==> src/rtl/dmem_arbiter.sv <==
// Two-port data-memory arbiter and one-cycle strobe sequencer.
// Define DMEM_ARB_RR_EN for round-robin arbitration (default: port 0 priority).
module dmem_arbiter #(
  parameter int ADDR_W = 8,
  parameter int DATA_W = 32
) (
  input  logic              input_clk,
  input  logic              input_rst,
  input  logic              input_req0,
  input  logic              input_req1,
  input  logic              input_we0,
  input  logic              input_we1,
  input  logic [ADDR_W-1:0] input_addr0,
  input  logic [ADDR_W-1:0] input_addr1,
  input  logic [DATA_W-1:0] input_wdata0,
  input  logic [DATA_W-1:0] input_wdata1,
  output logic              output_ack0,
  output logic              output_ack1,
  output logic [DATA_W-1:0] output_rdata0,
  output logic [DATA_W-1:0] output_rdata1,
  output logic              output_mem_write_flag,
  output logic              output_mem_read_flag,
  output logic [ADDR_W-1:0] output_mem_addr,
  output logic [DATA_W-1:0] output_mem_data,
  input  logic [DATA_W-1:0] input_mem_rdata,
  output logic              output_busy,
  output logic              output_grant
);

  typedef enum logic [1:0] {
    IDLE,
    STROBE,
    RELEASE,
    ACK
  } state_t;

  state_t state, state_nx;
  logic   we_q;
  logic   any_req;
  logic   winner;
  logic   take;

  assign any_req = input_req0 | input_req1;
  assign take    = (state == IDLE) & any_req;

`ifdef DMEM_ARB_RR_EN
  logic rr_ptr;

  // rr_ptr is the last-served port; the other one wins a tie
  always_comb begin
    if (input_req0 && input_req1)
      winner = ~rr_ptr;
    else
      winner = input_req1;
  end

  always_ff @(posedge input_clk or posedge input_rst) begin
    if (input_rst)
      rr_ptr <= 1'b1;
    else if (take)
      rr_ptr <= winner;
  end
`else
  assign winner = ~input_req0 & input_req1;
`endif

  always_ff @(posedge input_clk or posedge input_rst) begin
    if (input_rst)
      state <= IDLE;
    else
      state <= state_nx;
  end

  always_comb begin
    state_nx = state;
    unique case (state)
      IDLE:    if (any_req) state_nx = STROBE;
      STROBE:  state_nx = RELEASE;
      RELEASE: state_nx = ACK;
      ACK:     state_nx = IDLE;
      default: state_nx = IDLE;
    endcase
  end

  always_comb begin
    output_mem_write_flag = (state == STROBE) & we_q;
    output_mem_read_flag  = (state == STROBE) & ~we_q;
    output_ack0           = (state == ACK) & ~output_grant;
    output_ack1           = (state == ACK) & output_grant;
    output_busy           = (state != IDLE);
  end

  // Mem-side request is frozen from grant until the next grant
  always_ff @(posedge input_clk or posedge input_rst) begin
    if (input_rst) begin
      we_q            <= 1'b0;
      output_grant    <= 1'b0;
      output_mem_addr <= '0;
      output_mem_data <= '0;
    end else if (take) begin
      output_grant    <= winner;
      we_q            <= winner ? input_we1 : input_we0;
      output_mem_addr <= winner ? input_addr1 : input_addr0;
      output_mem_data <= winner ? input_wdata1 : input_wdata0;
    end
  end

  always_ff @(posedge input_clk or posedge input_rst) begin
    if (input_rst) begin
      output_rdata0 <= '0;
      output_rdata1 <= '0;
    end else if (state == RELEASE && !we_q) begin
      if (output_grant)
        output_rdata1 <= input_mem_rdata;
      else
        output_rdata0 <= input_mem_rdata;
    end
  end

endmodule

==> config.mk <==
export PLATFORM = sky130hd
export DESIGN_NAME = dmem_arbiter
export DESIGN_NICKNAME = d
export VERILOG_FILES = /design/src/rtl/dmem_arbiter.sv
export SDC_FILE = /design/constraint.sdc
export NUM_CORES = 1
export LEC_CHECK = 0
export ABC_AREA = 0
export ABC_CLOCK_PERIOD_IN_PS = 9810
export CAP_MARGIN = 25
export CORE_UTILIZATION = 44
export CTS_CLUSTER_DIAMETER = 120
export CTS_CLUSTER_SIZE = 8
export DETAILED_ROUTE_END_ITERATION = 8
export GPL_TIMING_DRIVEN = 0
export PLACE_DENSITY = 0.9
export SETUP_SLACK_MARGIN = 0.4
export SYNTH_ARGS = -nofsm -noshare
export SYNTH_HDL_FRONTEND = slang
export SYNTH_SLANG_ARGS = --single-unit
==> constraint.sdc <==
create_clock -name input_clk -period 9.81 [get_ports input_clk]
set_input_delay 0.981 -clock input_clk [delete_from_list [all_inputs] [get_ports input_clk]]
set_output_delay 0.981 -clock input_clk [all_outputs]
set_load 0.02 [all_outputs]
=== After elaboration in Yosys (flattened, before gate mapping) ===
Cells that the tools add are included.

* Mux-type cells: 5
* Bitwise logic cells: 10
* Equality and inequality tests: 4
* Reduce and logical (&&, ||, !) cells: 6

{| class="wikitable"
|+ Operator list
! operator !! count
|-
| two-way mux 32 bit || 1
|-
| two-way mux 8 bit || 1
|-
| case mux 2 bit (4 select lines) || 1
|-
| AND 1 bit || 6
|-
| == test 2 bit (second input constant) || 2
|-
| AND reduction 2 bit || 2
|-
| NOT 1 bit || 3
|-
| == test 2 x 1 -> 1 bit (second input constant) || 1
|-
| zero test 2 bit || 1
|-
| two-way mux 2 bit || 1
|-
| != test 2 bit (second input constant) || 1
|-
| nonzero test 2 bit || 1
|-
| logical AND 1 bit || 1
|-
| zero test 1 bit || 1
|-
| two-way mux 1 bit || 1
|-
| OR 1 bit || 1
|}

* Bits of input ports: 118
* Output and inout bits: 110
* Logic and storage cells: 32
* Register bits: 108

=== Depth between registers and ports, before layout ===
Gate-level depths: netlist of the first run.

* Depth in word-level cells: 3
* Gate-level depth with buffers: 6

=== Least setup slack after synthesis of the first run ===
No wires, ideal clock.

* Kind: input-to-reg
* From: in input_req1
* To: reg output_mem_addr[0]
* Data arrival time: 1.719 ns
* Slack: 7.942 ns
* Cell stages on the path: 4
* Path buffers: 2
* Library setup time: 0.150 ns
* Cell sequence: buf_2 > o21ai_1 > clkbuf_1 > a222oi_1

* Cells in the longest elaborated chain, start to end: 2
* Elaborated cells between the ends (all ways): 4
* Classes of those cells: mux (1); bitwise (3)

{| class="wikitable"
|+ Ends and longest elaborated chain
! what !! line !! source
|-
| start: declaration || 10 || <nowiki>input logic input_req1,</nowiki>
|-
| AND 1 bit or OR 1 bit (tied branches) || 64, 43 ||
|-
| two-way mux 8 bit or AND 1 bit (tied branches) || 103, 44 ||
|-
| end signal: assignment || 103 || <nowiki>output_mem_addr <= winner ? input_addr1 : input_addr0;</nowiki>
|-
| end: declaration || 23 || <nowiki>output logic [ADDR_W-1:0] output_mem_addr,</nowiki>
|}

Several ways; a longest one is shown, not always the timed one.
A chain may end at the register's enable or synchronous reset.

=== Final worst setup path of the first run ===
* From: in state[0]
* To: out output_busy

* Cells in the longest elaborated chain, start to end: 1

{| class="wikitable"
|+ Ends and longest elaborated chain
! what !! line !! source
|-
| start: declaration || 37 || <nowiki>state_t state, state_nx;</nowiki>
|-
| nonzero test 2 bit || 90 || <nowiki>output_busy = (state != IDLE);</nowiki>
|-
| end: declaration || 26 || <nowiki>output logic output_busy,</nowiki>
|}

Every way passes these cells.

==> flow_summary.html, run 1 <==
<table>
<tr><th>Metric</th><th>Value</th></tr>
<tr><th colspan="2">Outcome</th></tr>
<tr><td>Result of the run</td><td>completed</td></tr>
<tr><th colspan="2">Die</th></tr>
<tr><td>Area enclosed by the die boundary</td><td>0.0113 sq mm</td></tr>
<tr><td>Placeable core region</td><td>0.0104 sq mm</td></tr>
<tr><td>Die width</td><td>106 microns</td></tr>
<tr><td>Effective utilization at floorplan</td><td>45.8%</td></tr>
<tr><td>Io pins</td><td>228</td></tr>
<tr><td>Row cnt</td><td>37</td></tr>
<tr><td>Die H</td><td>106 microns</td></tr>
<tr><th colspan="2">Global route</th></tr>
<tr><td>Met3 demand-to-capacity share in global routing</td><td>5.89%</td></tr>
<tr><td>Grt total ovfl</td><td>0</td></tr>
<tr><td>Number of global-route vias before repair</td><td>4,202</td></tr>
<tr><td>Maximum number of pins on one net before global-route repair</td><td>56</td></tr>
<tr><td>Total Routing Usage GR</td><td>24.1%</td></tr>
<tr><td>Routing usage on met1</td><td>28.1%</td></tr>
<tr><td>Met2 routing resource usage after global routing</td><td>42.9%</td></tr>
<tr><td>First-pass GRT wire length</td><td>21.1 mm</td></tr>
<tr><td>Most Used Layer, Global Route</td><td>met2</td></tr>
<tr><td>Antenna violations before repair</td><td>0</td></tr>
<tr><th colspan="2">Routing</th></tr>
<tr><td>1st-iter DRT viols</td><td>238</td></tr>
<tr><td>Drt via density</td><td>5.06</td></tr>
<tr><td>Detail Route Antenna Nets</td><td>0</td></tr>
<tr><td>Post-detailed-route wirelength per cell</td><td>17.4 microns</td></tr>
<tr><td>First-pass iteration count of the detailed router</td><td>6</td></tr>
<tr><td>Final routed wirelength across all metal layers</td><td>13.3 mm</td></tr>
<tr><td>Vias</td><td>3,868</td></tr>
<tr><td>Drc violations</td><td>0</td></tr>
<tr><th colspan="2">Cells and area</th></tr>
<tr><td>Fraction of layout instances using a drive strength above 1</td><td>15.9%</td></tr>
<tr><td>Antenna diode count</td><td>0</td></tr>
<tr><td>Non-Filler Instances</td><td>764</td></tr>
<tr><td>Signed area change from the synthesized netlist to the final layout</td><td>55.5%</td></tr>
<tr><td>Final #Nets</td><td>745</td></tr>
<tr><th colspan="2">Critical path</th></tr>
<tr><td>Crit path cell chain</td><td>inv_1 &gt; ha_1 &gt; inv_1 &gt; clkdlybuf4s50_1</td></tr>
<tr><td>Number of cell instances on the worst register-to-register path</td><td>5</td></tr>
<tr><td>Arrival time at the worst endpoint</td><td>1.85 ns</td></tr>
<tr><td>Bufs and invs on worst path</td><td>3</td></tr>
<tr><td>Critical Path Fanout Max</td><td>8</td></tr>
<tr><td>Crit path max-delay cell type</td><td>clkdlybuf4s50_1</td></tr>
<tr><td>Critical Path Sink</td><td>output_busy</td></tr>
<tr><td>Worst Path Required</td><td>8.83 ns</td></tr>
<tr><td>Top Family by Delay on Critical Path</td><td>buffers and inverters</td></tr>
<tr><td>Critical Path Start</td><td>state[0]$_DFFE_PP0P_</td></tr>
<tr><td>Critical path depth</td><td>4</td></tr>
<tr><td>Critical Path Sink Type</td><td>output pin</td></tr>
<tr><td>CP Launch Type</td><td>flip-flop</td></tr>
<tr><td>Crit path top cell by count</td><td>inv_1</td></tr>
<tr><td>Setup slack on the worst flop-to-flop path</td><td>7.99 ns</td></tr>
<tr><td>Reg2Reg Capture Point</td><td>output_mem_data[11]$_DFFE_PP0P_</td></tr>
<tr><td>Setup CP Type</td><td>flip-flop to output pin</td></tr>
<tr><td>CP peak stage delay</td><td>0.61 ns</td></tr>
<tr><td>Reg2reg start</td><td>state[0]$_DFFE_PP0P_</td></tr>
<tr><th colspan="2">Logic synthesis</th></tr>
<tr><td>Synthesized flop and latch total</td><td>108</td></tr>
<tr><td>Area fraction in compound gates after synthesis</td><td>8.92%</td></tr>
<tr><td>Fraction of the mapped netlist area in adder cells</td><td>1.05%</td></tr>
<tr><td>Number of warning messages in the yosys log</td><td>0</td></tr>
<tr><td>Synthesized area per cell</td><td>12.4 sq um</td></tr>
<tr><td>Share of synthesized area occupied by flip-flops and latches</td><td>56.7%</td></tr>
<tr><td>Xor/xnor cell area share of the yosys netlist</td><td>0%</td></tr>
<tr><td>Area fraction in and, or, nand and nor cells after synthesis</td><td>7.29%</td></tr>
<tr><td>Dominant combinational cell family by area after synthesis</td><td>multiplexers</td></tr>
<tr><td>Net Count, Synth</td><td>507</td></tr>
<tr><td>Multiplexer share of the synthesized area</td><td>15.4%</td></tr>
<tr><td>Cell count after synthesis</td><td>385</td></tr>
<tr><td>Count of different cell masters after synthesis</td><td>22</td></tr>
<tr><td>Post-synthesis instance area</td><td>0.00477 sq mm</td></tr>
<tr><th colspan="2">CTS</th></tr>
<tr><td>Cell chosen for the clock root</td><td>clkbuf_8</td></tr>
<tr><td>Setup repair bufs after CTS</td><td>0</td></tr>
<tr><td>Sinks on Clock Net</td><td>108</td></tr>
<tr><td>Maximum clock path buffer count</td><td>2</td></tr>
<tr><td>Clock tree from TritonCTS</td><td>done</td></tr>
<tr><td>Count of cells resized by post-cts repair</td><td>0</td></tr>
<tr><td>Max H-tree Level</td><td>3</td></tr>
<tr><td>Clock-pin transition on the worst setup and hold timing paths</td><td>0.10 ns</td></tr>
<tr><td>Clock buffer count from CTS</td><td>9</td></tr>
<tr><td>Clock latency on the worst-skew pair</td><td>0.36 ns</td></tr>
<tr><td>Hold-fix buffers, CTS</td><td>0</td></tr>
<tr><th colspan="2">Power</th></tr>
<tr><td>Ratio of total power to cell area</td><td>312 mW/mm^2</td></tr>
<tr><td>Leakage power figure</td><td>0.00340 uW</td></tr>
<tr><td>PnR Total Power</td><td>2310 uW</td></tr>
<tr><td>Worst IR drop on VDD</td><td>0.174 mV</td></tr>
<tr><th colspan="2">Placed design</th></tr>
<tr><td>Count of input and output buffers</td><td>226</td></tr>
<tr><td>Placed Cells incl. Taps</td><td>748</td></tr>
<tr><td>RD Place Congestion</td><td>0.781</td></tr>
<tr><td>Post-DP HPWL</td><td>10.4 mm</td></tr>
<tr><th colspan="2">STA</th></tr>
<tr><td>Worst hold slack after final layout</td><td>0.499 ns</td></tr>
<tr><td>Worst-case headroom to the max-slew limit</td><td>53.4%</td></tr>
<tr><td>Final period demand of the worst path</td><td>2.83 ns</td></tr>
<tr><td>Period Utilization, post-route</td><td>28.8%</td></tr>
<tr><td>Actual slew at the worst max-slew pin</td><td>0.698 ns</td></tr>
<tr><td>Final hold viol count</td><td>0</td></tr>
<tr><td>Pins over their slew limit</td><td>0</td></tr>
<tr><td>Max Freq</td><td>353 MHz</td></tr>
<tr><td>Number of setup violations in the final report</td><td>0</td></tr>
<tr><td>Setup TNS</td><td>0 ns</td></tr>
<tr><td>Setup repair after global routing missed its margin</td><td>false</td></tr>
<tr><td>Setup Skew</td><td>0.00945 ns</td></tr>
<tr><th colspan="2">Job</th></tr>
<tr><td>Max-cap violation count</td><td>0</td></tr>
<tr><th colspan="2">Min path</th></tr>
<tr><td>Tightest Hold Check Type</td><td>flip-flop to flip-flop</td></tr>
</table>
## state kept, by name, indices dropped and copies added (netlist names)
register	count
output_grant	1
output_mem_addr	8
output_mem_data	32
output_rdata0	32
output_rdata1	32
state	2
we_q	1
## cells by family (layout without fill, tap and decap cells)
logic type | count (synthesis) | in the layout
AOI/OAI and AO/OA | 44 | 44
DFF | 108 | 108
muxes | 65 | 65
adders and majority gates | 4 | 4
buffers and inverters | 111 | 354
and+or+nand+nor | 53 | 53
## Yosys cell counts
master / n / area, sq um
clkbuf_8: 3 / 41.3
clkbuf_1: 8 / 30.0
buf_6: 7 / 78.8
nor3_1: 1 / 5.00
and2b_2: 1 / 8.76
nor2_1: 2 / 7.51
nor3b_1: 1 / 7.51
mux2_1: 3 / 33.8
a21oi_1: 2 / 10.0
nor3b_4: 1 / 18.8
o21ai_1: 1 / 5.00
and2_1: 2 / 12.5
mux2_2: 62 / 698
buf_4: 1 / 7.51
buf_2: 6 / 30.0
dfrtp_1: 108 / 2700
and2_2: 1 / 7.51
ha_1: 4 / 50.1
inv_1: 86 / 323
a222oi_1: 41 / 410
nor2b_1: 43 / 269
nand3b_2: 1 / 11.3
## stage by stage
step | cell area, sq um | setup slack, ns | utilization (%)
2_1_floorplan | 4770 | 5.98 | -
3_3_place_gp | 7200 | 4.58 | 69.1
3_5_place_dp | 7230 | 7.16 | 69.4
4_1_cts | 7420 | 6.98 | 71.2
5_1_grt | 7420 | 6.88 | 71.2
6_report | 7420 | 6.98 | 71.2
## layout make-up
| type | count | area (sq um) |
|---|---|---|
| multi-input combinational | 166 | 1560 |
| inverter | 86 | 325 |
| clock inverter | 5 | 43.8 |
| fill | 709 | 3000 |
| sequential | 108 | 2700 |
| tap | 136 | 170 |
| buffer | 25 | 188 |
| timing repair buffer | 227 | 2290 |
| clock buffer | 11 | 141 |
## worst min-delay path by stage
stage                                       start                             to  depth (start not counted)
floorplan                    state[1]$_DFFE_PP0P_           state[1]$_DFFE_PP0P_                          1
global placement     output_rdata0[2]$_DFFE_PP0P_   output_rdata0[2]$_DFFE_PP0P_                          1
detailed placement  output_rdata0[29]$_DFFE_PP0P_  output_rdata0[29]$_DFFE_PP0P_                          1
CTS                 output_rdata0[29]$_DFFE_PP0P_  output_rdata0[29]$_DFFE_PP0P_                          1
global route        output_rdata0[29]$_DFFE_PP0P_  output_rdata0[29]$_DFFE_PP0P_                          1
finish              output_rdata0[29]$_DFFE_PP0P_  output_rdata0[29]$_DFFE_PP0P_                          1
## power by group
group          total (uW)  internal, uW  switching, uW
sequential            798           668            130
combinational        1260           651            605
clock                 258           103            156
## layout by cell type (no fill, tap or decap)
master,instances
nand3b_2,1
clkbuf_8,13
and2_1,2
buf_6,7
nor2b_1,43
o21ai_1,1
buf_2,6
mux2_1,3
nor3b_1,1
clkdlybuf4s50_1,226
buf_4,1
inv_6,1
a21oi_1,2
nor3b_4,1
and2_2,1
mux2_2,62
inv_1,85
clkbuf_1,9
nor3_1,1
dfrtp_1,108
ha_1,4
inv_4,1
clkinvlp_4,2
inv_8,1
and2b_2,1
clkinv_4,1
a222oi_1,41
buf_16,1
nor2_1,2
## per-layer routing
metal  vias to the layer above  part of all wire (%)  routed length, microns
li1                       1780                     -                       -
met5                         -                     0                       0
met2                       189                    52                    6900
met3                        21                   7.5                    1000
met1                      1878                    39                    5190
met4                         0                   1.8                     235
No activity file was read; power rests on OpenSTA's default activity.
==> inputs of run 2 (changes only) <==
--- a/config.mk
+++ b/config.mk
@@ -6,14 +6,14 @@
 export NUM_CORES = 1
 export LEC_CHECK = 0
 export ABC_AREA = 0
-export ABC_CLOCK_PERIOD_IN_PS = 9810
+export ABC_CLOCK_PERIOD_IN_PS = 2900
 export CAP_MARGIN = 25
-export CORE_UTILIZATION = 44
+export CORE_UTILIZATION = 41
 export CTS_CLUSTER_DIAMETER = 120
 export CTS_CLUSTER_SIZE = 8
 export DETAILED_ROUTE_END_ITERATION = 8
 export GPL_TIMING_DRIVEN = 0
-export PLACE_DENSITY = 0.9
+export PLACE_DENSITY = 0.85
 export SETUP_SLACK_MARGIN = 0.4
 export SYNTH_ARGS = -nofsm -noshare
 export SYNTH_HDL_FRONTEND = slang
==> constraint.sdc (replaced) <==
create_clock -name input_clk -period 2.9 [get_ports input_clk]
set_input_delay 0.29 -clock input_clk [delete_from_list [all_inputs] [get_ports input_clk]]
set_output_delay 0.29 -clock input_clk [all_outputs]
set_load 0.02 [all_outputs]
==> flow_summary.html, run 2 (synthesis results as in run 1) <==
<table>
<tr><th>Metric</th><th>Value</th></tr>
<tr><th colspan="2">Outcome</th></tr>
<tr><td>Result of the run</td><td>completed</td></tr>
<tr><th colspan="2">Routing</th></tr>
<tr><td>Drc violations</td><td>0</td></tr>
<tr><td>Post-detailed-route wirelength per cell</td><td>16.6 microns</td></tr>
<tr><td>Vias</td><td>3,884</td></tr>
<tr><td>Final routed wirelength across all metal layers</td><td>12.9 mm</td></tr>
<tr><td>1st-iter DRT viols</td><td>342</td></tr>
<tr><td>Drt via density</td><td>5.03</td></tr>
<tr><td>Detail Route Antenna Nets</td><td>0</td></tr>
<tr><td>First-pass iteration count of the detailed router</td><td>7</td></tr>
<tr><th colspan="2">Critical path</th></tr>
<tr><td>Reg2Reg Capture Point</td><td>output_mem_data[30]$_DFFE_PP0P_</td></tr>
<tr><td>Worst Path Required</td><td>2.61 ns</td></tr>
<tr><td>CP Launch Type</td><td>flip-flop</td></tr>
<tr><td>Critical Path Fanout Max</td><td>8</td></tr>
<tr><td>Arrival time at the worst endpoint</td><td>1.80 ns</td></tr>
<tr><td>Reg2reg start</td><td>state[0]$_DFFE_PP0P_</td></tr>
<tr><td>Setup slack on the worst flop-to-flop path</td><td>1.11 ns</td></tr>
<tr><td>Setup CP Type</td><td>flip-flop to output pin</td></tr>
<tr><td>Number of cell instances on the worst register-to-register path</td><td>6</td></tr>
<tr><td>Critical Path Sink Type</td><td>output pin</td></tr>
<tr><th colspan="2">Global route</th></tr>
<tr><td>Maximum number of pins on one net before global-route repair</td><td>45</td></tr>
<tr><td>Antenna violations before repair</td><td>0</td></tr>
<tr><td>Total Routing Usage GR</td><td>21.5%</td></tr>
<tr><td>First-pass GRT wire length</td><td>19.7 mm</td></tr>
<tr><td>Number of global-route vias before repair</td><td>3,993</td></tr>
<tr><td>Grt total ovfl</td><td>0</td></tr>
<tr><th colspan="2">CTS</th></tr>
<tr><td>Max H-tree Level</td><td>3</td></tr>
<tr><td>Clock tree from TritonCTS</td><td>done</td></tr>
<tr><td>Cell chosen for the clock root</td><td>clkbuf_16</td></tr>
<tr><td>Setup repair bufs after CTS</td><td>0</td></tr>
<tr><td>Hold-fix buffers, CTS</td><td>0</td></tr>
<tr><td>Clock buffer count from CTS</td><td>9</td></tr>
<tr><td>Clock-pin transition on the worst setup and hold timing paths</td><td>0.07 ns</td></tr>
<tr><td>Maximum clock path buffer count</td><td>2</td></tr>
<tr><td>Sinks on Clock Net</td><td>108</td></tr>
<tr><td>Clock latency on the worst-skew pair</td><td>0.34 ns</td></tr>
<tr><td>Count of cells resized by post-cts repair</td><td>0</td></tr>
<tr><th colspan="2">Die</th></tr>
<tr><td>Die width</td><td>110 microns</td></tr>
<tr><td>Effective utilization at floorplan</td><td>41.9%</td></tr>
<tr><td>Placeable core region</td><td>0.0114 sq mm</td></tr>
<tr><td>Area enclosed by the die boundary</td><td>0.0121 sq mm</td></tr>
<tr><td>Row cnt</td><td>39</td></tr>
<tr><td>Io pins</td><td>228</td></tr>
<tr><td>Die H</td><td>110 microns</td></tr>
<tr><th colspan="2">Cells and area</th></tr>
<tr><td>Antenna diode count</td><td>0</td></tr>
<tr><td>Non-Filler Instances</td><td>772</td></tr>
<tr><td>Multi-input gate area</td><td>0.00156 sq mm</td></tr>
<tr><td>FILL cells</td><td>877</td></tr>
<tr><td>Commonest non-fill, non-tap cell in the layout</td><td>clkdlybuf4s50_1</td></tr>
<tr><td>Largest regs</td><td>output_mem_data: 32 flops, output_rdata0: 32 flops, output_rdata1: 32 flops</td></tr>
<tr><td>FF+latch area</td><td>0.00270 sq mm</td></tr>
<tr><td>Top library cells by usage in the layout, fill and taps aside</td><td>226 x clkdlybuf4s50_1, 108 x dfrtp_1, 85 x inv_1</td></tr>
<tr><td>Final #Nets</td><td>746</td></tr>
<tr><td>Signed area change from the synthesized netlist to the final layout</td><td>58.4%</td></tr>
<tr><td>Fraction of layout instances using a drive strength above 1</td><td>16.1%</td></tr>
<tr><th colspan="2">STA</th></tr>
<tr><td>Number of setup violations in the final report</td><td>0</td></tr>
<tr><td>Final hold viol count</td><td>0</td></tr>
<tr><td>Actual slew at the worst max-slew pin</td><td>0.792 ns</td></tr>
<tr><td>Pins over their slew limit</td><td>0</td></tr>
<tr><td>Worst-case headroom to the max-slew limit</td><td>47.1%</td></tr>
<tr><td>Setup Skew</td><td>0.00856 ns</td></tr>
<tr><td>Period Utilization, post-route</td><td>71.9%</td></tr>
<tr><td>Final period demand of the worst path</td><td>2.09 ns</td></tr>
<tr><td>Setup repair after global routing missed its margin</td><td>false</td></tr>
<tr><td>Max Freq</td><td>479 MHz</td></tr>
<tr><td>Setup TNS</td><td>0 ns</td></tr>
<tr><th colspan="2">Placed design</th></tr>
<tr><td>RD Place Congestion</td><td>0.755</td></tr>
<tr><td>Placed Cells incl. Taps</td><td>756</td></tr>
<tr><td>Count of input and output buffers</td><td>226</td></tr>
<tr><td>Post-DP HPWL</td><td>9.89 mm</td></tr>
<tr><th colspan="2">Power</th></tr>
<tr><td>Worst IR drop on VDD</td><td>0.575 mV</td></tr>
<tr><td>PnR Total Power</td><td>8170 uW</td></tr>
<tr><td>Ratio of total power to cell area</td><td>1080 mW/mm^2</td></tr>
<tr><td>Leakage power figure</td><td>0.00345 uW</td></tr>
<tr><th colspan="2">Min path</th></tr>
<tr><td>Hold Path Sink</td><td>output_mem_addr[5]$_DFFE_PP0P_</td></tr>
<tr><td>Beginning of the worst hold path</td><td>input_req1</td></tr>
<tr><td>Tightest Hold Check Type</td><td>input port to flip-flop</td></tr>
<tr><td>Cell count of the worst hold path</td><td>3</td></tr>
<tr><th colspan="2">Job</th></tr>
<tr><td>Max-cap violation count</td><td>0</td></tr>
</table>
-- run 2: cell count changes in the layout (fill, tap and decap cells not counted), sizes merged --
cell and delta:
clkinvlp +1, bufinv +1, buf +1, clkbuf -1
inv -1
-- run 2: final cells by class --
class | instances | share of cell area [%]
flip-flops and latches | 108 | 35.8
repair buffers | 228 | 30.5
multi-input cells | 166 | 20.6
inverters | 86 | 4.32
clock buffers | 10 | 3.03
plain buffers | 25 | 2.48
well taps | 143 | 2.37
clock inverters | 6 | 0.961
-- run 2: power breakdown --
part	switching, uW	total, uW	internal [uW]
sequential	437	2700	2270
clock	552	1230	681
combinational	2030	4230	2200
-- run 2: through the flow --
stage	utilization (%)	hold WS, ns	cell area [sq um]	setup WS (ns)
global placement	63.4	0.467	7210	0.316
global route	66.4	0.472	7550	0.727
finish	66.4	0.415	7550	0.814
detailed placement	63.8	0.474	7250	1.02
floorplan	-	0.425	4770	1.31
CTS	66.4	0.417	7550	0.789
-- run 2: how the worst max path moves through the flow --
stage	depth (start not counted)	from	slack (ns)	end
floorplan	1	input_rst	1.31	output_grant$_DFFE_PP0P_
global placement	2	input_rst	0.32	output_mem_data[25]$_DFFE_PP0P_
detailed placement	4	input_req0	1.02	output_mem_addr[7]$_DFFE_PP0P_
CTS	4	state[0]$_DFFE_PP0P_	0.79	output_busy
global route	4	state[0]$_DFFE_PP0P_	0.73	output_busy
finish	4	state[0]$_DFFE_PP0P_	0.81	output_busy
-- run 2: worst max-delay path, cell delays in order (launching register included) --
cell	delay, ns
dfrtp_1	0.40
inv_1	0.08
ha_1	0.29
inv_1	0.08
clkdlybuf4s50_1	0.62
-- run 2: routing by layer --
metal	vias to the layer above	wire, microns	track usage, %
met4	0	255	8.76
met3	21	993	4.62
met2	175	6630	37.8
met1	1912	4980	25.4
met5	-	0	0
li1	1776	-	-
==> inputs of run 3 (changes only) <==
--- a/config.mk
+++ b/config.mk
@@ -6,14 +6,14 @@
 export NUM_CORES = 1
 export LEC_CHECK = 0
 export ABC_AREA = 0
-export ABC_CLOCK_PERIOD_IN_PS = 2900
+export ABC_CLOCK_PERIOD_IN_PS = 1700
 export CAP_MARGIN = 25
-export CORE_UTILIZATION = 41
+export CORE_UTILIZATION = 37
 export CTS_CLUSTER_DIAMETER = 120
 export CTS_CLUSTER_SIZE = 8
 export DETAILED_ROUTE_END_ITERATION = 8
 export GPL_TIMING_DRIVEN = 0
-export PLACE_DENSITY = 0.85
+export PLACE_DENSITY = 0.81
 export SETUP_SLACK_MARGIN = 0.4
 export SYNTH_ARGS = -nofsm -noshare
 export SYNTH_HDL_FRONTEND = slang
==> constraint.sdc (replaced) <==
create_clock -name input_clk -period 1.7 [get_ports input_clk]
set_input_delay 0.17 -clock input_clk [delete_from_list [all_inputs] [get_ports input_clk]]
set_output_delay 0.17 -clock input_clk [all_outputs]
set_load 0.02 [all_outputs]
==> flow_summary.html, run 3 (synthesis results as in run 1) <==
<table>
<tr><th>Metric</th><th>Value</th></tr>
<tr><th colspan="2">Routing</th></tr>
<tr><td>Drc violations</td><td>0</td></tr>
<tr><td>Met3 WL post-DR</td><td>1.03 mm</td></tr>
<tr><td>Highest routing layer actually used</td><td>met4</td></tr>
<tr><td>Met2 Routed Length</td><td>7.15 mm</td></tr>
<tr><td>Drt via density</td><td>4.84</td></tr>
<tr><td>Detail Route Antenna Nets</td><td>0</td></tr>
<tr><td>Sum of routed wire segments on met1</td><td>5.81 mm</td></tr>
<tr><td>Final routed wirelength across all metal layers</td><td>14.2 mm</td></tr>
<tr><td>Post-detailed-route wirelength per cell</td><td>17.1 microns</td></tr>
<tr><td>First-pass iteration count of the detailed router</td><td>7</td></tr>
<tr><td>Vias</td><td>4,023</td></tr>
<tr><td>1st-iter DRT viols</td><td>285</td></tr>
<tr><th colspan="2">CTS</th></tr>
<tr><td>Clock-pin transition on the worst setup and hold timing paths</td><td>0.07 ns</td></tr>
<tr><td>Sinks on Clock Net</td><td>108</td></tr>
<tr><td>Clock buffer count from CTS</td><td>9</td></tr>
<tr><td>Hold-fix buffers, CTS</td><td>0</td></tr>
<tr><td>Clock latency on the worst-skew pair</td><td>0.35 ns</td></tr>
<tr><td>Cell chosen for the clock root</td><td>clkbuf_16</td></tr>
<tr><td>Clock tree from TritonCTS</td><td>done</td></tr>
<tr><td>Max H-tree Level</td><td>3</td></tr>
<tr><td>Maximum clock path buffer count</td><td>2</td></tr>
<tr><th colspan="2">Global route</th></tr>
<tr><td>Grt total ovfl</td><td>0</td></tr>
<tr><td>First-pass GRT wire length</td><td>20.6 mm</td></tr>
<tr><td>Total Routing Usage GR</td><td>20.2%</td></tr>
<tr><td>Antenna violations before repair</td><td>0</td></tr>
<tr><td>Maximum number of pins on one net before global-route repair</td><td>43</td></tr>
<tr><td>Number of global-route vias before repair</td><td>4,071</td></tr>
<tr><th colspan="2">Critical path</th></tr>
<tr><td>Critical Path Fanout Max</td><td>7</td></tr>
<tr><td>Reg2reg start</td><td>state[0]$_DFFE_PP0P_</td></tr>
<tr><td>Arrival time at the worst endpoint</td><td>1.89 ns</td></tr>
<tr><td>Critical Path Start</td><td>state[0]$_DFFE_PP0P_</td></tr>
<tr><td>Worst Path Required</td><td>1.93 ns</td></tr>
<tr><td>Setup CP Type</td><td>flip-flop to flip-flop</td></tr>
<tr><td>Critical Path Sink Type</td><td>flip-flop</td></tr>
<tr><td>CP Launch Type</td><td>flip-flop</td></tr>
<tr><th colspan="2">Cells and area</th></tr>
<tr><td>Antenna diode count</td><td>0</td></tr>
<tr><td>Final #Nets</td><td>776</td></tr>
<tr><td>FILL cells</td><td>938</td></tr>
<tr><td>Signed area change from the synthesized netlist to the final layout</td><td>74.2%</td></tr>
<tr><td>Fraction of layout instances using a drive strength above 1</td><td>23.7%</td></tr>
<tr><td>Top library cells by usage in the layout, fill and taps aside</td><td>116 x clkdlybuf4s50_1, 107 x dfrtp_1, 104 x dlygate4sd2_1</td></tr>
<tr><td>Commonest non-fill, non-tap cell in the layout</td><td>clkdlybuf4s50_1</td></tr>
<tr><td>Largest regs</td><td>output_mem_data: 32 flops, output_rdata0: 32 flops, output_rdata1: 32 flops</td></tr>
<tr><th colspan="2">STA</th></tr>
<tr><td>Final hold viol count</td><td>0</td></tr>
<tr><td>Max Freq</td><td>604 MHz</td></tr>
<tr><td>Setup repair after global routing missed its margin</td><td>true</td></tr>
<tr><td>Period Utilization, post-route</td><td>97.4%</td></tr>
<tr><td>Actual slew at the worst max-slew pin</td><td>0.738 ns</td></tr>
<tr><td>Number of setup violations in the final report</td><td>0</td></tr>
<tr><td>Final period demand of the worst path</td><td>1.66 ns</td></tr>
<tr><td>Setup TNS</td><td>0 ns</td></tr>
<tr><td>Pins over their slew limit</td><td>0</td></tr>
<tr><td>Setup ws final</td><td>0.0442 ns</td></tr>
<tr><td>Worst-case headroom to the max-slew limit</td><td>50.7%</td></tr>
<tr><td>Setup Skew</td><td>0.00257 ns</td></tr>
<tr><th colspan="2">Die</th></tr>
<tr><td>Effective utilization at floorplan</td><td>37.9%</td></tr>
<tr><td>Row cnt</td><td>41</td></tr>
<tr><td>Io pins</td><td>228</td></tr>
<tr><td>Die width</td><td>116 microns</td></tr>
<tr><td>Placeable core region</td><td>0.0126 sq mm</td></tr>
<tr><td>Area enclosed by the die boundary</td><td>0.0133 sq mm</td></tr>
<tr><td>Die H</td><td>116 microns</td></tr>
<tr><th colspan="2">Outcome</th></tr>
<tr><td>Result of the run</td><td>completed</td></tr>
<tr><th colspan="2">Placed design</th></tr>
<tr><td>Worst setup slack before clock tree synthesis</td><td>-0.133 ns</td></tr>
<tr><td>RD Place Congestion</td><td>0.792</td></tr>
<tr><td>Post-DP HPWL</td><td>9.44 mm</td></tr>
<tr><td>Count of input and output buffers</td><td>226</td></tr>
<tr><th colspan="2">Power</th></tr>
<tr><td>Ratio of total power to cell area</td><td>1760 mW/mm^2</td></tr>
<tr><td>Leakage power figure</td><td>0.00413 uW</td></tr>
<tr><td>Worst IR drop on VDD</td><td>0.780 mV</td></tr>
<tr><th colspan="2">Min path</th></tr>
<tr><td>Tightest Hold Check Type</td><td>input port to asynchronous set/reset pin</td></tr>
<tr><th colspan="2">Job</th></tr>
<tr><td>Max-cap violation count</td><td>0</td></tr>
</table>
==> run 3: cell type report <==
type                       count  area, sq um  share of cell area (%)
sequential                   108         2700                    32.6
tap                          172          215                    2.59
clock inverter                 3         18.8                   0.226
multi-input combinational    166         1860                    22.4
timing repair buffer         258         2620                    31.6
clock buffer                  13          270                    3.25
buffer                        25          290                    3.50
inverter                      86          327                    3.93
==> run 3: final timing paths <==
| path | depth (start not counted) | end | slack, ns |
|---|---|---|---|
| worst max-delay path | 6 | output_rdata0[8]$_DFFE_PP0P_ | 0.04 |
| worst min register to register | 1 | output_rdata0[4]$_DFFE_PP0P_ | 0.50 |
| worst max register to register | 6 | output_rdata0[8]$_DFFE_PP0P_ | 0.04 |
| min in group input_clk | 3 | output_mem_addr[5]$_DFFE_PP0P_ | 0.34 |
| worst min-delay path | 2 | output_rdata1[16]$_DFFE_PP0P_ | 0.29 |
| max in group asynchronous | 3 | output_mem_data[28]$_DFFE_PP0P_ | 0.76 |
==> run 3: per-layer routing <==
| metal | GRT usage [%] | up-vias |
|---|---|---|
| li1 | - | 1846 |
| met1 | 23.5 | 1979 |
| met2 | 35.0 | 179 |
| met3 | 5.54 | 19 |
| met4 | 8.57 | 0 |
| met5 | 0 | - |
==> run 3: timing repair <==
| action | in CTS | in global routing |
|---|---|---|
| endpoints found under the hold margin | 0 | 0 |
| setup endpoints to repair | 216 | 112 |
| gates cloned | 9 | 4 |
| gates resized for setup | 178 | 94 |
| setup buffers | 11 | 6 |
| pin swaps | 39 | 11 |
==> run 3: metrics by stage <==
step / std cells / hold slack, ns / total power (uW) / utilization (%) / instance area, sq um
2_1_floorplan: 385 / 0.305 / 8340 / - / 4800
3_3_place_gp: 783 / 0.471 / 11700 / 57.9 / 7280
3_5_place_dp: 785 / 0.483 / 11900 / 58.2 / 7320
4_1_cts: 821 / 0.303 / 13700 / 62.5 / 7850
5_1_grt: 831 / 0.363 / 15400 / 66.1 / 8310
6_report: 831 / 0.291 / 14600 / 66.1 / 8310
==> run 3: report_power, final <==
part / switching [uW] / internal [uW]
Combinational: 3810 / 4130
Sequential: 735 / 3870
Clock: 947 / 1120
==> run 3: worst max-delay path, stage by stage (launching register included) <==
cell	delay (ns)
dfrtp_1	0.41
inv_2	0.11
ha_4	0.16
nor3b_4	0.18
buf_6	0.20
clkbuf_16	0.18
mux2_4	0.29
==> edit 1 (flow settings as in run 3) <==
Re-encode `state_t` (4 states) as one-hot, 4 bits wide.
--- a/src/rtl/dmem_arbiter.sv
+++ b/src/rtl/dmem_arbiter.sv
@@ -28,9 +28,9 @@
 );
 
-  typedef enum logic [1:0] {
-    IDLE,
-    STROBE,
-    RELEASE,
-    ACK
+  typedef enum logic [3:0] {
+    IDLE    = 4'b0001,
+    STROBE  = 4'b0010,
+    RELEASE = 4'b0100,
+    ACK     = 4'b1000
   } state_t;
 
Check against the original RTL: same outputs for any inputs over 10 cycles, from zero or initial values and one cycle with input_rst high; not proved beyond that.
==> edit 1 against run 3 <==
  * The flow now finishes with violations (setup timing)
  * Final area rose by 0.69%
  * Die area decreased by 2.8%
  * Clock skew is 0.0028 ns higher
  * Worst setup slack lost 0.12 ns
  * Synthesized area decreased by 2.8%
  * Sequential cell count is 2 higher
  * Wire length down 7.9%
  * Total power rose by 1.5%
==> edit 1: results (changes against run 3) <==
| Metric | Value |
|---|---|
| Most common library cells after synthesis | 109 x dfrtp_1, 75 x mux2_2, 71 x mux2_1 (was 108 x dfrtp_1, 86 x inv_1, 62 x mux2_2) |
| Main synth FF type | dfrtp_1 (unchanged) |
| H-tree levels | 3 (unchanged) |
| WL/cell | 17.9 µm (was 17.1 µm) |
| Biggest regs | output_mem_data: 32 flops, output_rdata0: 32 flops, output_rdata1: 32 flops (unchanged) |
| Ys async rst share | 100% (unchanged) |
| Grt met1 use | 23.1% (was 23.5%) |
| Ant diodes | 0 (unchanged) |
| Final #Nets | 681 (was 776) |
| Ys Warns | 0 (unchanged) |
| DRT Pass-1 Iters | 4 (was 7) |
| Met1 WL | 5290 µm (was 5810 µm) |
| Sequential element share of the synthesized area | 59.4% (was 56.7%) |
| Met3 Use GR | 6.85% (was 5.54%) |
| P per Cell Area | 1770 mW/mm² (was 1760 mW/mm²) |
| Clock Path Buffers | 2 (unchanged) |
| Final setup vio count | 83 (was 0) |
| Status | finished, violations left (was completed) |
| Top Layer Used | met4 (unchanged) |
| Seq pwr share | 32.0% (was 31.5%) |
| Largest net degree at the start of global routing | 44 (was 43) |
| Critical Path AT | 2.01 ns (was 1.89 ns) |
| Worst-path clk slew | 0.07 ns (about the same) |
| First-pass GRT wire length | 20,000 µm (was 20,600 µm) |
| Normalized max-slew margin | 48.9% (was 50.7%) |
| Post-CTS Resized | 211 (was 178) |
| CP max FO | 5 (was 7) |
| Initial antenna violation count | 0 (unchanged) |
| Switching share of power | 35.5% (was 37.6%) |
| Synth cell types | 22 (unchanged) |
| Crit path from | state[0] (unchanged) |
| CTS root buf | clkbuf_16 (unchanged) |
| Hold/Removal Path Class | in -> async (unchanged) |
| Global routing usage on met2 | 35.4% (was 35.0%) |
| GRT Util Overall | 20.1% (was 20.2%) |
| Synth Net Count | 408 (was 507) |
| Ranking of synthesized cells by area | dfrtp_1 59%, mux2_2 18%, mux2_1 17% (was dfrtp_1 57%, mux2_2 15%, a222oi_1 8.6%) |
| DP Area | 0.00746 mm² (was 0.00732 mm²) |
| Worst vdd ir | 0.000943 V (was 0.000780 V) |
| CTS buffer count | 9 (unchanged) |
| Detailed Place HPWL | 8970 µm (was 9440 µm) |
| Met2 WL | 6700 µm (was 7150 µm) |
| GPL Wtd Cong | 0.727 (was 0.792) |
| DR iter-0 viols | 105 (was 285) |
| Number of global-route vias before repair | 3,862 (was 4,071) |
| Postcts setup bufs | 19 (was 11) |
| Violations in the final reports | setup timing |
| Setup WS post-layout | -0.0807 ns (was 0.0442 ns) |
| Clock Skew | 0.00540 ns (was 0.00257 ns) |
| Share of cells above drive strength 1 | 41.4% (was 23.7%) |
| Clock network fraction of total power | 14.3% (was 14.1%) |
| Worst-Skew Late Latency | 0.35 ns (about the same) |
| Met3 wire len | 900 µm (was 1030 µm) |
| Via count | 3,474 (was 4,023) |
| Port Buffers | 227 (was 226) |
| Lkg Pwr | 3.95 nW (was 4.13 nW) |
## edit 1: changes by cell type after synthesis, moves of 4 or more
cell,before,now
mux2_1,3,71
clkbuf_1,8,4
inv_1,86,2
mux2_2,62,75
nor2b_1,43,2
ha_1,4,0
a222oi_1,41,0
## edit 1: stage by stage
step	util, %	instances	worst slack (ns)	hold WS [ns]	TNS (ns)
final	69.0	735	-0.0807	0.296	-2.68
after global routing	69.0	735	-0.165	0.315	-9.63
after CTS	67.3	724	-0.0962	0.300	-4.44
after detailed placement	61.6	687	-0.719	0.474	-29.24
after global placement	61.3	685	-0.980	0.471	-116.68
after floorplan	-	290	0.0172	0.256	0
## edit 1: worst paths after layout
check,cells after the start,to
setup reg to reg,7,output_mem_addr[3]
min in group input_clk,2,output_grant
hold reg to reg,1,output_mem_data[19]
hold / removal,2,output_rdata1[19]
max in group asynchronous,4,state[0]
setup / recovery,7,output_mem_addr[3]
## edit 1: cells by family after synthesis
kind of cell | after synthesis | synth area share, %
mux | 146 | 35.5
flops | 110 | 59.4
buf+inv | 18 | 2.38
simple gates | 13 | 2.32
compound gates | 3 | 0.378
## edit 1: area by class of cell
| type | instances | area, µm² |
|---|---|---|
| clock inverter | 6 | 70.1 |
| multi-input combinational | 162 | 2200 |
| inverter | 2 | 11.3 |
| buffer | 16 | 236 |
| tap | 168 | 210 |
| timing repair buffer | 261 | 2650 |
| fill | 891 | 3750 |
| clock buffer | 9 | 225 |
| sequential | 110 | 2760 |
| timing repair inverter | 1 | 5.00 |
## edit 1: worst max-delay path, stage by stage (launching register included)
cell and delay, ns:
dfstp_2 0.54, nor4b_4 0.21, o21a_1 0.18, buf_6 0.12, buf_12 0.11, buf_6 0.10
buf_8 0.12, mux2_4 0.30
==> edit 2 (flow settings as in run 3) <==
Made on the original files. `DATA_W`: 32 -> 40.
--- a/src/rtl/dmem_arbiter.sv
+++ b/src/rtl/dmem_arbiter.sv
@@ -3,5 +3,5 @@
 module dmem_arbiter #(
   parameter int ADDR_W = 8,
-  parameter int DATA_W = 32
+  parameter int DATA_W = 40
 ) (
   input  logic              input_clk,
Ports: changed (6 resized); port bits go from 228 to 276. No check against the original RTL was run, so the function may have changed too.
==> edit 2 against run 3 <==
  * Worst setup slack better by 0.051 ns
  * First-iteration DRC count is 21% higher
  * Sequential cell count is 24 higher
  * Fmax is 3.2% higher
  * Final area is 16% higher
  * Wire length is 29% higher
  * Sequential power is 26% higher
  * Largest cell class is now sequential cells
  * Total power is 26% higher
  * Synthesized area is 20% higher
  * Highest routed layer unchanged
==> edit 2: results (changes against run 3) <==
| Metric | Value |
|---|---|
| Status | completed (unchanged) |
| Filler Cell Count | 1,114 (was 938) |
| H-tree levels | 4 (was 3) |
| Clock Skew | 0.0112 ns (was 0.00257 ns) |
| Biggest regs | output_mem_data: 40 flops, output_rdata0: 40 flops, output_rdata1: 40 flops (was output_mem_data: 32 flops, output_rdata0: 32 flops, output_rdata1: 32 flops) |
| Routed wire length | 18,300 µm (was 14,200 µm) |
| Vias/cell | 5.04 (was 4.84) |
| Met3 wire len | 1400 µm (was 1030 µm) |
| Detailed Place HPWL | 12,700 µm (was 9440 µm) |
| GPL Wtd Cong | 0.775 (was 0.792) |
| Inverters | 102 (was 86) |
| Synth cell types | 19 (was 22) |
| Share of cells above drive strength 1 | 35.7% (was 23.7%) |
| Seq pwr share | 31.3% (was 31.5%) |
| Power Clock | 3.83 mW (was 2.06 mW) |
| Area occupied by registers | 0.00331 mm² (was 0.00270 mm²) |
| Worst-Skew Late Latency | 0.42 ns (was 0.35 ns) |
| Slowest CP cell | dfrtp_2 (was dfrtp_1) |
| Worst vdd ir | 0.000720 V (was 0.000780 V) |
| Largest net degree at the start of global routing | 42 (was 43) |
| Multi-input combinational area share | 22.9% (was 22.4%) |
| Switching share of power | 37.7% (was 37.6%) |
| Met1 WL | 7410 µm (was 5810 µm) |
| Final non-clock buffer share | 29.9% (was 35.1%) |
| Inst Count DP | 927 (was 785) |
| Ranking of synthesized cells by area | dfrtp_1 58%, mux2_2 15%, a222oi_1 8.6% (was dfrtp_1 57%, mux2_2 15%, a222oi_1 8.6%) |
| DR iter-0 viols | 346 (was 285) |
| Met3 Use GR | 7.97% (was 5.54%) |
| ClkCell Share | 6.35% (was 3.48%) |
| Sequential element share of the synthesized area | 57.6% (was 56.7%) |
| Clock buffers | 19 (was 13) |
| Met2 WL | 9090 µm (was 7150 µm) |
| #MultiIn Comb | 198 (was 166) |
| Fin area | 0.00963 mm² (was 0.00831 mm²) |
| Via count | 4,904 (was 4,023) |
| Synth Register Bits | 132 (was 108) |
| Most common library cells after synthesis | 132 x dfrtp_1, 102 x inv_1, 78 x mux2_2 (was 108 x dfrtp_1, 86 x inv_1, 62 x mux2_2) |
| Non-clk bufs | 322 (was 283) |
| First-pass GRT wire length | 28,300 µm (was 20,600 µm) |
| Post-Place Setup Slack | -0.284 ns (was -0.133 ns) |
[edit 2: cell count changes in the layout (fill, tap and decap cells not counted), sizes merged, moves of 17 or more]
| cell | change |
|---|---|
| inv | +17 |
| clkdlybuf4s15 | +32 |
| dfrtp | +24 |
| dlygate4sd2 | -104 |
| clkdlybuf4s50 | +24 |
| clkbuf | +102 |
[edit 2: what timing repair did]
action,4_1_cts,5_1_grt
pin swaps,2,2
gates cloned,3,1
hold endpoints to repair,0,0
setup endpoints to repair,265,246
setup buffers,9,2
resized for setup,307,136
[edit 2: final timing paths]
kind	from	slack, ns	endpoint
worst max-delay path	state[0]	0.09	output_rdata1[5]
worst min-delay path	input_rst	0.25	output_mem_addr[1]
worst max register to register	state[0]	0.09	output_rdata1[5]
worst min register to register	output_rdata1[20]	0.50	output_rdata1[20]
max in group asynchronous	input_rst	0.57	state[0]
min in group input_clk	input_addr0[7]	0.33	output_mem_addr[7]
